<file path="src/rtl/serial_alu_pkg.sv">
// serial_alu_pkg
//   Shared definitions for the digit-serial ALU:
//   - op encodings (OP_ADD .. OP_XOR); codes 101-111 are reserved and run as add
//   - FSM state enum (IDLE, RUN, DONE)
//   - small op-classification helpers used by the slice and the flag logic
package serial_alu_pkg;

    localparam logic [2:0] OP_ADD = 3'b000;
    localparam logic [2:0] OP_SUB = 3'b001;
    localparam logic [2:0] OP_AND = 3'b010;
    localparam logic [2:0] OP_OR  = 3'b011;
    localparam logic [2:0] OP_XOR = 3'b100;

    typedef enum logic [1:0] {
        IDLE = 2'b00,
        RUN  = 2'b01,
        DONE = 2'b10
    } state_t;

    // Logic ops never produce carry or overflow.
    function automatic logic is_logic_op(input logic [2:0] op);
        return (op == OP_AND) || (op == OP_OR) || (op == OP_XOR);
    endfunction

    // Only the exact sub code inverts b; reserved codes fall through to add.
    function automatic logic is_sub_op(input logic [2:0] op);
        return (op == OP_SUB);
    endfunction

endpackage

</file>
<file path="src/rtl/serial_alu_if.sv">
// serial_alu_if
//   Request/result bundle of the serial ALU.
//   master: drives start, op, i0, i1; observes busy, done, o, cout, ovf, zero
//   slave : the ALU side (mirror of master)
interface serial_alu_if #(
    parameter int WIDTH = 16
) ();

    logic             start;
    logic [2:0]       op;
    logic [WIDTH-1:0] i0;
    logic [WIDTH-1:0] i1;
    logic             busy;
    logic             done;
    logic [WIDTH-1:0] o;
    logic             cout;
    logic             ovf;
    logic             zero;

    modport master (
        output start, op, i0, i1,
        input  busy, done, o, cout, ovf, zero
    );

    modport slave (
        input  start, op, i0, i1,
        output busy, done, o, cout, ovf, zero
    );

endinterface

</file>
<file path="src/rtl/serial_alu_digit.sv">
// serial_alu_digit
//   Combinational DIGIT-bit arithmetic/logic slice.
//   a, b : operand digits        cin  : carry into the slice LSB
//   op   : operation code        r    : digit result
//   cout : carry out of slice MSB (0 for logic ops)
//   cmsb : carry into slice MSB, used for signed overflow (0 for logic ops)
module serial_alu_digit
    import serial_alu_pkg::*;
#(
    parameter int DIGIT = 1
) (
    input  logic [DIGIT-1:0] a,
    input  logic [DIGIT-1:0] b,
    input  logic             cin,
    input  logic [2:0]       op,
    output logic [DIGIT-1:0] r,
    output logic             cout,
    output logic             cmsb
);

    logic [DIGIT-1:0] bx_s;
    logic [DIGIT-1:0] sum_s;
    logic [DIGIT:0]   c_s;

    // Ripple of full-adder cells; b is inverted for sub (cin supplies the +1).
    always_comb begin
        bx_s  = is_sub_op(op) ? ~b : b;
        sum_s = {DIGIT{1'b0}};
        c_s   = {(DIGIT + 1){1'b0}};
        c_s[0] = cin;
        for (int i = 0; i < DIGIT; i++) begin
            sum_s[i]   = a[i] ^ bx_s[i] ^ c_s[i];
            c_s[i + 1] = (a[i] & bx_s[i]) | (c_s[i] & (a[i] ^ bx_s[i]));
        end
    end

    // Result mux; every code that is not a logic op takes the adder path.
    always_comb begin
        r    = sum_s;
        cout = c_s[DIGIT];
        cmsb = c_s[DIGIT-1];
        case (op)
            OP_AND: begin
                r    = a & b;
                cout = 1'b0;
                cmsb = 1'b0;
            end
            OP_OR: begin
                r    = a | b;
                cout = 1'b0;
                cmsb = 1'b0;
            end
            OP_XOR: begin
                r    = a ^ b;
                cout = 1'b0;
                cmsb = 1'b0;
            end
            OP_ADD, OP_SUB: begin
                r    = sum_s;
                cout = c_s[DIGIT];
                cmsb = c_s[DIGIT-1];
            end
            default: begin
                r    = sum_s;
                cout = c_s[DIGIT];
                cmsb = c_s[DIGIT-1];
            end
        endcase
    end

endmodule

</file>
<file path="src/rtl/serial_alu.sv">
// serial_alu
//   Digit-serial ALU: operands are latched on an accepted start and processed
//   LSB-first, DIGIT bits per cycle, through one serial_alu_digit slice.
//   N = WIDTH/DIGIT digit cycles; done pulses one cycle after the last digit.
//   WIDTH must be a multiple of DIGIT.
//   clk   : clock, rising edge
//   rst_n : synchronous active-low reset
//   bus   : serial_alu_if slave (start/op/i0/i1 in; busy/done/o/cout/ovf/zero out)
module serial_alu
    import serial_alu_pkg::*;
#(
    parameter int WIDTH = 16,
    parameter int DIGIT = 1
) (
    input  logic         clk,
    input  logic         rst_n,
    serial_alu_if.slave  bus
);

    localparam int N  = WIDTH / DIGIT;
    localparam int CW = (N > 32'sd1) ? $clog2(N) : 32'sd1;
    localparam logic [CW-1:0] LAST = CW'(N - 32'sd1);
    localparam logic [CW-1:0] ONE  = CW'(1'b1);

    state_t           state_r;
    state_t           state_s;
    logic             accept_s;
    logic             last_s;

    logic [WIDTH-1:0] a_r;
    logic [WIDTH-1:0] b_r;
    logic [2:0]       op_r;
    logic             carry_r;
    logic [CW-1:0]    cnt_r;
    logic [WIDTH-1:0] acc_r;

    logic [DIGIT-1:0] dr_s;
    logic             dcout_s;
    logic             dcmsb_s;
    logic [WIDTH-1:0] acc_next_s;

    logic             busy_r;
    logic             done_r;
    logic [WIDTH-1:0] o_r;
    logic             cout_r;
    logic             ovf_r;
    logic             zero_r;

    serial_alu_digit #(
        .DIGIT (DIGIT)
    ) u_digit (
        .a    (a_r[DIGIT-1:0]),
        .b    (b_r[DIGIT-1:0]),
        .cin  (carry_r),
        .op   (op_r),
        .r    (dr_s),
        .cout (dcout_s),
        .cmsb (dcmsb_s)
    );

    // New digit enters at the MSB end so that after N shifts digit 0 sits at bit 0.
    assign acc_next_s = (acc_r >> DIGIT) | (WIDTH'(dr_s) << (WIDTH - DIGIT));

    // FSM state register.
    always_ff @(posedge clk) begin
        if (!rst_n) begin
            state_r <= IDLE;
        end else begin
            state_r <= state_s;
        end
    end

    // FSM next state; accept_s marks the loading edge, last_s the final digit.
    always_comb begin
        state_s  = state_r;
        accept_s = 1'b0;
        last_s   = 1'b0;
        case (state_r)
            IDLE: begin
                if (bus.start) begin
                    state_s  = RUN;
                    accept_s = 1'b1;
                end else begin
                    state_s  = IDLE;
                end
            end
            RUN: begin
                if (cnt_r == LAST) begin
                    state_s = DONE;
                    last_s  = 1'b1;
                end else begin
                    state_s = RUN;
                end
            end
            DONE: begin
                if (bus.start) begin
                    state_s  = RUN;
                    accept_s = 1'b1;
                end else begin
                    state_s  = IDLE;
                end
            end
            default: begin
                state_s = IDLE;
            end
        endcase
    end

    // Operand shift registers, carry, digit counter and result accumulator.
    always_ff @(posedge clk) begin
        if (!rst_n) begin
            a_r     <= {WIDTH{1'b0}};
            b_r     <= {WIDTH{1'b0}};
            op_r    <= OP_ADD;
            carry_r <= 1'b0;
            cnt_r   <= {CW{1'b0}};
            acc_r   <= {WIDTH{1'b0}};
        end else if (accept_s) begin
            a_r     <= bus.i0;
            b_r     <= bus.i1;
            op_r    <= bus.op;
            carry_r <= is_sub_op(bus.op);
            cnt_r   <= {CW{1'b0}};
            acc_r   <= {WIDTH{1'b0}};
        end else if (state_r == RUN) begin
            a_r     <= a_r >> DIGIT;
            b_r     <= b_r >> DIGIT;
            carry_r <= dcout_s;
            cnt_r   <= cnt_r + ONE;
            acc_r   <= acc_next_s;
        end else begin
            a_r     <= a_r;
            b_r     <= b_r;
            carry_r <= carry_r;
            cnt_r   <= cnt_r;
            acc_r   <= acc_r;
        end
    end

    // Status and result registers; o and flags only change on the final digit,
    // so no partial result is ever visible.
    always_ff @(posedge clk) begin
        if (!rst_n) begin
            busy_r <= 1'b0;
            done_r <= 1'b0;
            o_r    <= {WIDTH{1'b0}};
            cout_r <= 1'b0;
            ovf_r  <= 1'b0;
            zero_r <= 1'b0;
        end else begin
            busy_r <= (state_s == RUN);
            done_r <= last_s;
            if (last_s) begin
                o_r    <= acc_next_s;
                cout_r <= ~is_logic_op(op_r) & dcout_s;
                ovf_r  <= ~is_logic_op(op_r) & (dcout_s ^ dcmsb_s);
                zero_r <= (acc_next_s == {WIDTH{1'b0}});
            end else begin
                o_r    <= o_r;
                cout_r <= cout_r;
                ovf_r  <= ovf_r;
                zero_r <= zero_r;
            end
        end
    end

    assign bus.busy = busy_r;
    assign bus.done = done_r;
    assign bus.o    = o_r;
    assign bus.cout = cout_r;
    assign bus.ovf  = ovf_r;
    assign bus.zero = zero_r;

endmodule

</file>
<file path="src/flat_wrapper.sv">
// flat-port wrapper written by rule: the top's interface ports become plain ports
module serial_alu_flat import serial_alu_pkg::*;
#(
    parameter int WIDTH = 16,
    parameter int DIGIT = 1
)
  (clk, rst_n, bus_start, bus_op, bus_i0, bus_i1, bus_busy, bus_done, bus_o, bus_cout, bus_ovf, bus_zero);
  serial_alu_if #(.WIDTH(WIDTH)) bus_i ();
  input  logic clk;
  input  logic rst_n;
  input wire logic [$bits(bus_i.start)-1:0] bus_start;
  input wire logic [$bits(bus_i.op)-1:0] bus_op;
  input wire logic [$bits(bus_i.i0)-1:0] bus_i0;
  input wire logic [$bits(bus_i.i1)-1:0] bus_i1;
  output wire logic [$bits(bus_i.busy)-1:0] bus_busy;
  output wire logic [$bits(bus_i.done)-1:0] bus_done;
  output wire logic [$bits(bus_i.o)-1:0] bus_o;
  output wire logic [$bits(bus_i.cout)-1:0] bus_cout;
  output wire logic [$bits(bus_i.ovf)-1:0] bus_ovf;
  output wire logic [$bits(bus_i.zero)-1:0] bus_zero;
  assign bus_i.start = bus_start;
  assign bus_i.op = bus_op;
  assign bus_i.i0 = bus_i0;
  assign bus_i.i1 = bus_i1;
  assign bus_busy = bus_i.busy;
  assign bus_done = bus_i.done;
  assign bus_o = bus_i.o;
  assign bus_cout = bus_i.cout;
  assign bus_ovf = bus_i.ovf;
  assign bus_zero = bus_i.zero;
  serial_alu #(.WIDTH(WIDTH), .DIGIT(DIGIT)) u_core (.clk(clk), .rst_n(rst_n), .bus(bus_i));
endmodule
</file>
<file path="config.mk">
export PLATFORM = sky130hd
export DESIGN_NAME = serial_alu_flat
export DESIGN_NICKNAME = d
export VERILOG_FILES = /design/src/rtl/serial_alu_pkg.sv /design/src/rtl/serial_alu_if.sv /design/src/rtl/serial_alu_digit.sv /design/src/rtl/serial_alu.sv /design/src/flat_wrapper.sv
export SDC_FILE = /design/constraint.sdc
export NUM_CORES = 1
export LEC_CHECK = 0
export BUFFER_PORTS_ARGS = -buffer_cell sky130_fd_sc_hd__buf_2
export CORE_MARGIN = 5
export CORE_UTILIZATION = 45
export CTS_CLUSTER_SIZE = 24
export DETAILED_ROUTE_END_ITERATION = 8
export GPL_TIMING_DRIVEN = 0
export PLACE_DENSITY = 0.67
export RECOVER_POWER = 50
export SYNTH_ARGS = -nofsm -noshare
export SYNTH_HDL_FRONTEND = slang
export SYNTH_SLANG_ARGS = --single-unit
</file>
<file path="constraint.sdc">
create_clock -name clk -period 2.44 [get_ports clk]
set_input_delay 0.488 -clock clk [delete_from_list [all_inputs] [get_ports clk]]
set_output_delay 0.488 -clock clk [all_outputs]
set_load 0.01 [all_outputs]
</file>
==> impl_results.md, run 1 <==
* Placed cell area at 0.00365 mm^2
* Setup crit start kind: flop
* Final nets at 501
* RSZ-0062 raised after global routing: false
* Hold Path End: u_core.b_r[9]$_SDFFE_PN0P_
* Core area at 0.00714 mm^2
* Total GRT Usage at 0.173
* WL/cell at 12.7 um
* Htree depth at 3
* Classification of the worst setup path: reg -> reg
* Hold_buf cts at 0
* Clk_skew at 0.0116 ns
* Vias at 2,808
* VDD IR max at 355 uV
* CTS resizes at 0
* Clock Latency Late Sink at 0.34 ns
* Clock transition at path regs at 0.08 ns
* Mapped Nets at 432
* DRT iter0 DRCs at 105
* Synth Register Bits at 77
* Synth Area per Inst at 8.31 um^2
* Die Footprint at 0.00900 mm^2
* PortBufs at 58
* Power per Cell Area at 694 mW/mm^2
* Die width at 94.8 um
* Worst slew pin tran at 0.537 ns
* DR DRC count at 0
* Post-synth ARST share at 0
* Syn Inst Count at 390
* Type of destination of the critical path: flop
* Max-cap violation count at 0
* Vias in the first global route at 2,717
* Reg2reg start: u_core.op_r[0]$_SDFFE_PN0N_
* Synth-to-Final Area Change at 18.0%
* Post-CTS Setup Inserts at 0
* Commonest non-fill, non-tap cell in the layout: nand2_1
* Slew Limit Fails at 0
* Slew Limit Headroom at 0.642
* Yosys warns at 0
* Std cell rows at 31
* CTS Buf Count at 9
* First-pass GRT wire length at 12,300 um
* CP max FO at 5
* Drt total wl at 7160 um
* Predominant post-synthesis flop cell: dfxtp_1
* TritonCTS clock tree: done
* Die Span Y at 94.8 um
* Antenna diodes at 0
* FMAX at 480 MHz
* FF-to-FF End: u_core.acc_r[15]$_SDFFE_PP0N_
* Design area at 0.00382 mm^2
* Post-route ant nets at 0
* Gp weighted congestion at 0.852
* Layout cells sized above 1 at 0.123
* Root Buffer: clkbuf_8
* Tcrit/Tclk final at 0.854
* First drt pass iteration count at 5
* Run status: complete, no violations
* Drt via density at 5.00
* CP required at 2.64 ns
* Hold Crit Depth at 2
* Final min period at 2.08 ns
* Critical path arrival at 2.28 ns
* Grt ovf at 0
* Antenna violations before repair at 0
* Yosys cell types at 33
* Final setup vio count at 0
* LEAKAGE at 1.64 nW
* # fillers at 753
* Sequential element share of the synthesized area at 0.476
* Cell area after synthesis at 0.00324 mm^2
* # IOs at 59
* Max clock buf depth at 2
* Hold WC Path Type: in -> reg
* Final hold vios at 0
* Largest net degree at the start of global routing at 13
* DP Wirelength at 5130 um
* Most frequent cells in the layout: 130 x nand2_1, 77 x dfxtp_1, 48 x clkbuf_1
* Clock Sinks at 77
* R2R setup slack at 0.36 ns
* Min-delay src: bus_i1[9]
* Initial Util at 0.454
* Post-synth EDFFs at 0
* Setup TNS at 0 ns
* R2r worst-path depth at 6
==> layer usage <==
| metal | GRT usage | vias to the layer above | wire (um) |
|---|---|---|---|
| li1 | - | 1457 | - |
| met1 | 0.204 | 1281 | 3180 |
| met2 | 0.300 | 63 | 3480 |
| met3 | 0.0558 | 7 | 424 |
| met4 | 0.0457 | 0 | 68 |
| met5 | 0 | - | 0 |
==> synth_stat cells, drive strengths merged (2+ instances only) <==
cell type,instances,area share
nand2,130,0.15
dfxtp,77,0.48
nand3,31,0.048
o211a,28,0.087
a21boi,22,0.051
a21oi,20,0.031
clkbuf,18,0.021
buf,12,0.024
nor2,10,0.012
nor2b,5,0.0097
a22oi,4,0.0093
ha,3,0.012
nor4,3,0.0058
o21ai,3,0.0046
xor2,3,0.0081
and2,2,0.0039
inv,2,0.0023
nand2b,2,0.0039
nor3b,2,0.0046
xnor2,2,0.0054
==> area by class of cell <==
type,count,area (um^2),area share
Clock inverter,4,73.8,0.0193
Inverter,2,7.51,0.00196
Buffer,30,135,0.0354
Timing Repair Buffer,58,263,0.0688
Clock buffer,11,131,0.0344
Sequential cell,77,1540,0.403
Multi-Input combinational cell,281,1550,0.404
Tap cell,99,124,0.0324
==> worst max path at each step <==
stage / start / endpoint / slack (ns) / cells after the start
5_1_grt: u_core.op_r[0]$_SDFFE_PN0N_ / u_core.acc_r[15]$_SDFFE_PP0N_ / 0.21 / 6
6_report: u_core.op_r[0]$_SDFFE_PN0N_ / u_core.acc_r[15]$_SDFFE_PP0N_ / 0.36 / 6
4_1_cts: u_core.op_r[0]$_SDFFE_PN0N_ / u_core.acc_r[15]$_SDFFE_PP0N_ / 0.32 / 6
3_5_place_dp: u_core.op_r[0]$_SDFFE_PN0N_ / u_core.acc_r[15]$_SDFFE_PP0N_ / 0.33 / 6
2_1_floorplan: u_core.op_r[0]$_SDFFE_PN0N_ / u_core.acc_r[15]$_SDFFE_PP0N_ / 0.52 / 6
3_3_place_gp: u_core.op_r[0]$_SDFFE_PN0N_ / u_core.acc_r[15]$_SDFFE_PP0N_ / 0.41 / 6
==> logic make-up (layout without fill, tap and decap cells) <==
family                   Yosys count  after routing  share of synthesized area
AO/OA/AOI/OAI                     80             80                      0.190
XOR/XNOR                           5              5                     0.0135
adder cells (fa/ha/maj)            4              4                     0.0178
buffers and inverters             32            105                     0.0471
flip-flops                        77             77                      0.476
multiplexers                       2              2                    0.00657
AND/OR/NAND/NOR                  190            190                      0.250
==> flip-flops by register name, indices dropped and copies added, names as in the netlist, 2 cells and up <==
| signal | count |
|---|---|
| u_core.a_r | 16 |
| u_core.b_r | 16 |
| u_core.bus.o | 16 |
| u_core.acc_r | 15 |
| u_core.cnt_r | 4 |
| u_core.op_r | 3 |
| u_core.state_r | 2 |
==> per-stage QoR <==
stage	power [mW]	hold WS (ns)	worst slack [ns]	instances	utilization
after floorplan	1.59	0.433	0.517	390	-
after global placement	1.67	0.447	0.407	547	0.512
after detailed placement	1.68	0.454	0.335	547	0.512
after CTS	2.68	0.365	0.321	562	0.541
after global routing	2.79	0.354	0.212	562	0.535
final	2.65	0.382	0.357	562	0.535
==> where the power goes <==
part           leakage, nW  internal (mW)  total, mW  switching (mW)
Clock                0.103          0.571      0.999           0.428
Combinational        0.903          0.129      0.304           0.175
Sequential           0.629           1.31       1.35          0.0334
Total                 1.64           2.01       2.65           0.636
==> worst max-delay path: stages (launching register included) <==
cell and delay [ns]:
dfxtp_1 0.39, nor3b_1 0.26, xnor2_1 0.18, fa_1 0.46
mux2_2 0.27, a22oi_1 0.27, a211oi_1 0.12
Power figures use the tool's default switching activity.
==> inputs of run 2 (changes only) <==
--- a/config.mk
+++ b/config.mk
@@ -8,6 +8,7 @@
 export BUFFER_PORTS_ARGS = -buffer_cell sky130_fd_sc_hd__buf_2
 export CORE_MARGIN = 5
 export CORE_UTILIZATION = 45
+export CTS_BUF_LIST = sky130_fd_sc_hd__clkbuf_16
 export CTS_CLUSTER_SIZE = 24
 export DETAILED_ROUTE_END_ITERATION = 8
 export GPL_TIMING_DRIVEN = 0
==> run 2 against run 1 <==
  * Largest power group is now the clock network
  * Hold slack better by 0.016 ns
  * Clock skew down 0.0042 ns
  * Wire length up 2.0%
==> impl_results.md, run 2 (synthesized netlist as in run 1, its figures left out) <==
* First drt pass iteration count at 4 (was 5)
* Tcrit/Tclk final at 0.854 (about the same)
* Core area at 0.00714 mm^2 (unchanged)
* Run status: complete, no violations (unchanged)
* Initial Util at 0.454 (unchanged)
* Max clock buf depth at 2 (unchanged)
* FF-to-FF End: u_core.acc_r[15]$_SDFFE_PP0N_ (unchanged)
* Largest net degree at the start of global routing at 13 (unchanged)
* # IOs at 59 (unchanged)
* Final min period at 2.08 ns (about the same)
* Post-route ant nets at 0 (unchanged)
* Slew Limit Fails at 0 (unchanged)
* Reg2reg start: u_core.op_r[0]$_SDFFE_PN0N_ (unchanged)
* Clock Latency Late Sink at 0.33 ns (was 0.34 ns)
* Multi-input logic area at 0.00155 mm^2 (unchanged)
* Power per Cell Area at 768 mW/mm^2 (was 694 mW/mm^2)
* Vias in the first global route at 2,733 (was 2,717)
* Antenna diodes at 0 (unchanged)
* Final hold vios at 0 (unchanged)
* Layout cells sized above 1 at 0.125 (was 0.123)
* GR peak layer: met2 (unchanged)
* Type of destination of the critical path: flop (unchanged)
* CP required at 2.63 ns (was 2.64 ns)
* Gp weighted congestion at 0.852 (unchanged)
* Classification of the worst setup path: reg -> reg (unchanged)
* Total GRT Usage at 0.175 (was 0.173)
* Post-CTS Setup Inserts at 0 (unchanged)
* Met1 Use GR at 0.207 (was 0.204)
* Die Footprint at 0.00900 mm^2 (unchanged)
* Final setup vio count at 0 (unchanged)
* R2r worst-path depth at 6 (unchanged)
* Root Buffer: clkbuf_16 (was clkbuf_8)
* WL/cell at 13.0 um (was 12.7 um)
* Final nets at 501 (unchanged)
* Met2 Resource Use GR at 0.306 (was 0.300)
* DR DRC count at 0 (unchanged)
* Max-cap violation count at 0 (unchanged)
* LEAKAGE at 1.69 nW (was 1.64 nW)
* Worst slew pin tran at 0.512 ns (was 0.537 ns)
* Htree depth at 3 (unchanged)
* Setup crit start kind: flop (unchanged)
* RSZ-0062 raised after global routing: false (unchanged)
* Most frequent cells in the layout: 130 x nand2_1, 77 x dfxtp_1, 45 x clkbuf_1 (was 130 x nand2_1, 77 x dfxtp_1, 48 x clkbuf_1)
* Grt ovf at 0 (unchanged)
* CTS Buf Count at 9 (unchanged)
* TritonCTS clock tree: done (unchanged)
* Drt via density at 5.01 (was 5.00)
* R2R setup slack at 0.36 ns (about the same)
* PortBufs at 58 (unchanged)
* Antenna violations before repair at 0 (unchanged)
* Critical path startpoint: u_core.op_r[0]$_SDFFE_PN0N_ (unchanged)
* Commonest non-fill, non-tap cell in the layout: nand2_1 (unchanged)
* Critical path arrival at 2.27 ns (was 2.28 ns)
* # fillers at 733 (was 753)
* Vias at 2,816 (was 2,808)
* DP Wirelength at 5130 um (unchanged)
* Clk_skew at 0.00730 ns (was 0.0116 ns)
* First-pass GRT wire length at 12,400 um (was 12,300 um)
* FF+latch area at 0.00154 mm^2 (unchanged)
* CTS resizes at 0 (unchanged)
* Setup TNS at 0 ns (unchanged)
* Slew Limit Headroom at 0.659 (was 0.642)
* CP max FO at 5 (unchanged)
* Synth-to-Final Area Change at 21.1% (was 18.0%)
* DRT iter0 DRCs at 90 (was 105)
* CP Capture Point: u_core.acc_r[15]$_SDFFE_PP0N_ (unchanged)
* Met3 Track Usage GR at 0.0558 (unchanged)
* Clock Sinks at 77 (unchanged)
* Total Power at 3.02 mW (was 2.65 mW)
* Drt total wl at 7300 um (was 7160 um)
* VDD IR max at 424 uV (was 355 uV)
* FMAX at 480 MHz (about the same)
* Clock transition at path regs at 0.06 ns (was 0.08 ns)
* Std cell rows at 31 (unchanged)
* Hold_buf cts at 0 (unchanged)
* Hold WC Path Type: in -> reg (unchanged)
* Die width at 94.8 um (unchanged)
* Die Span Y at 94.8 um (unchanged)
## run 2: cell types whose count changed in the layout (fill, tap and decap cells not counted), sizes merged
cell    before  now
buf         42   43
inv          2    4
clkbuf      57   54
## run 2: worst min path at each step
stage,cells past startpoint,start,end
2_1_floorplan,2,u_core.a_r[15]$_SDFFE_PN0P_,u_core.a_r[15]$_SDFFE_PN0P_
3_3_place_gp,2,u_core.a_r[15]$_SDFFE_PN0P_,u_core.a_r[15]$_SDFFE_PN0P_
3_5_place_dp,2,u_core.bus.o[14]$_SDFFE_PN0P_,u_core.bus.o[14]$_SDFFE_PN0P_
4_1_cts,2,bus_i1[3],u_core.b_r[3]$_SDFFE_PN0P_
5_1_grt,2,bus_i1[3],u_core.b_r[3]$_SDFFE_PN0P_
6_report,2,bus_i1[3],u_core.b_r[3]$_SDFFE_PN0P_
## run 2: critical path, cell delays in order (launching register included)
cell and delay [ns]:
dfxtp_1 0.39, nor3b_1 0.26, xnor2_1 0.18, fa_1 0.46, mux2_2 0.28, a22oi_1 0.27
a211oi_1 0.12
## run 2: stage by stage
stage | std cells | hold slack, ns | setup slack, ns | utilization | area (um^2)
2_1_floorplan | 390 | 0.433 | 0.517 | - | 3240
3_3_place_gp | 547 | 0.447 | 0.407 | 0.512 | 3650
3_5_place_dp | 547 | 0.454 | 0.335 | 0.512 | 3650
4_1_cts | 562 | 0.389 | 0.319 | 0.555 | 3960
5_1_grt | 562 | 0.385 | 0.217 | 0.550 | 3920
6_report | 562 | 0.398 | 0.356 | 0.550 | 3920
## run 2: area by class of cell
cell class	instances	share of cell area
Multi-Input combinational cell	281	0.394
Sequential cell	77	0.393
Timing Repair Buffer	58	0.0673
Clock buffer	9	0.0574
Buffer	30	0.0344
Tap cell	99	0.0316
Clock inverter	6	0.0207
Inverter	2	0.00191
## run 2: power by group
group / switching (mW) / internal [mW]
Combinational: 0.177 / 0.129
Sequential: 0.0341 / 1.32
Clock: 0.478 / 0.881
Total: 0.689 / 2.33
## run 2: layer usage
metal / vias to the layer above / part of all wire
li1: 1456 / -
met1: 1292 / 0.45
met2: 61 / 0.49
met3: 7 / 0.052
met4: 0 / 0.0077
met5: - / 0
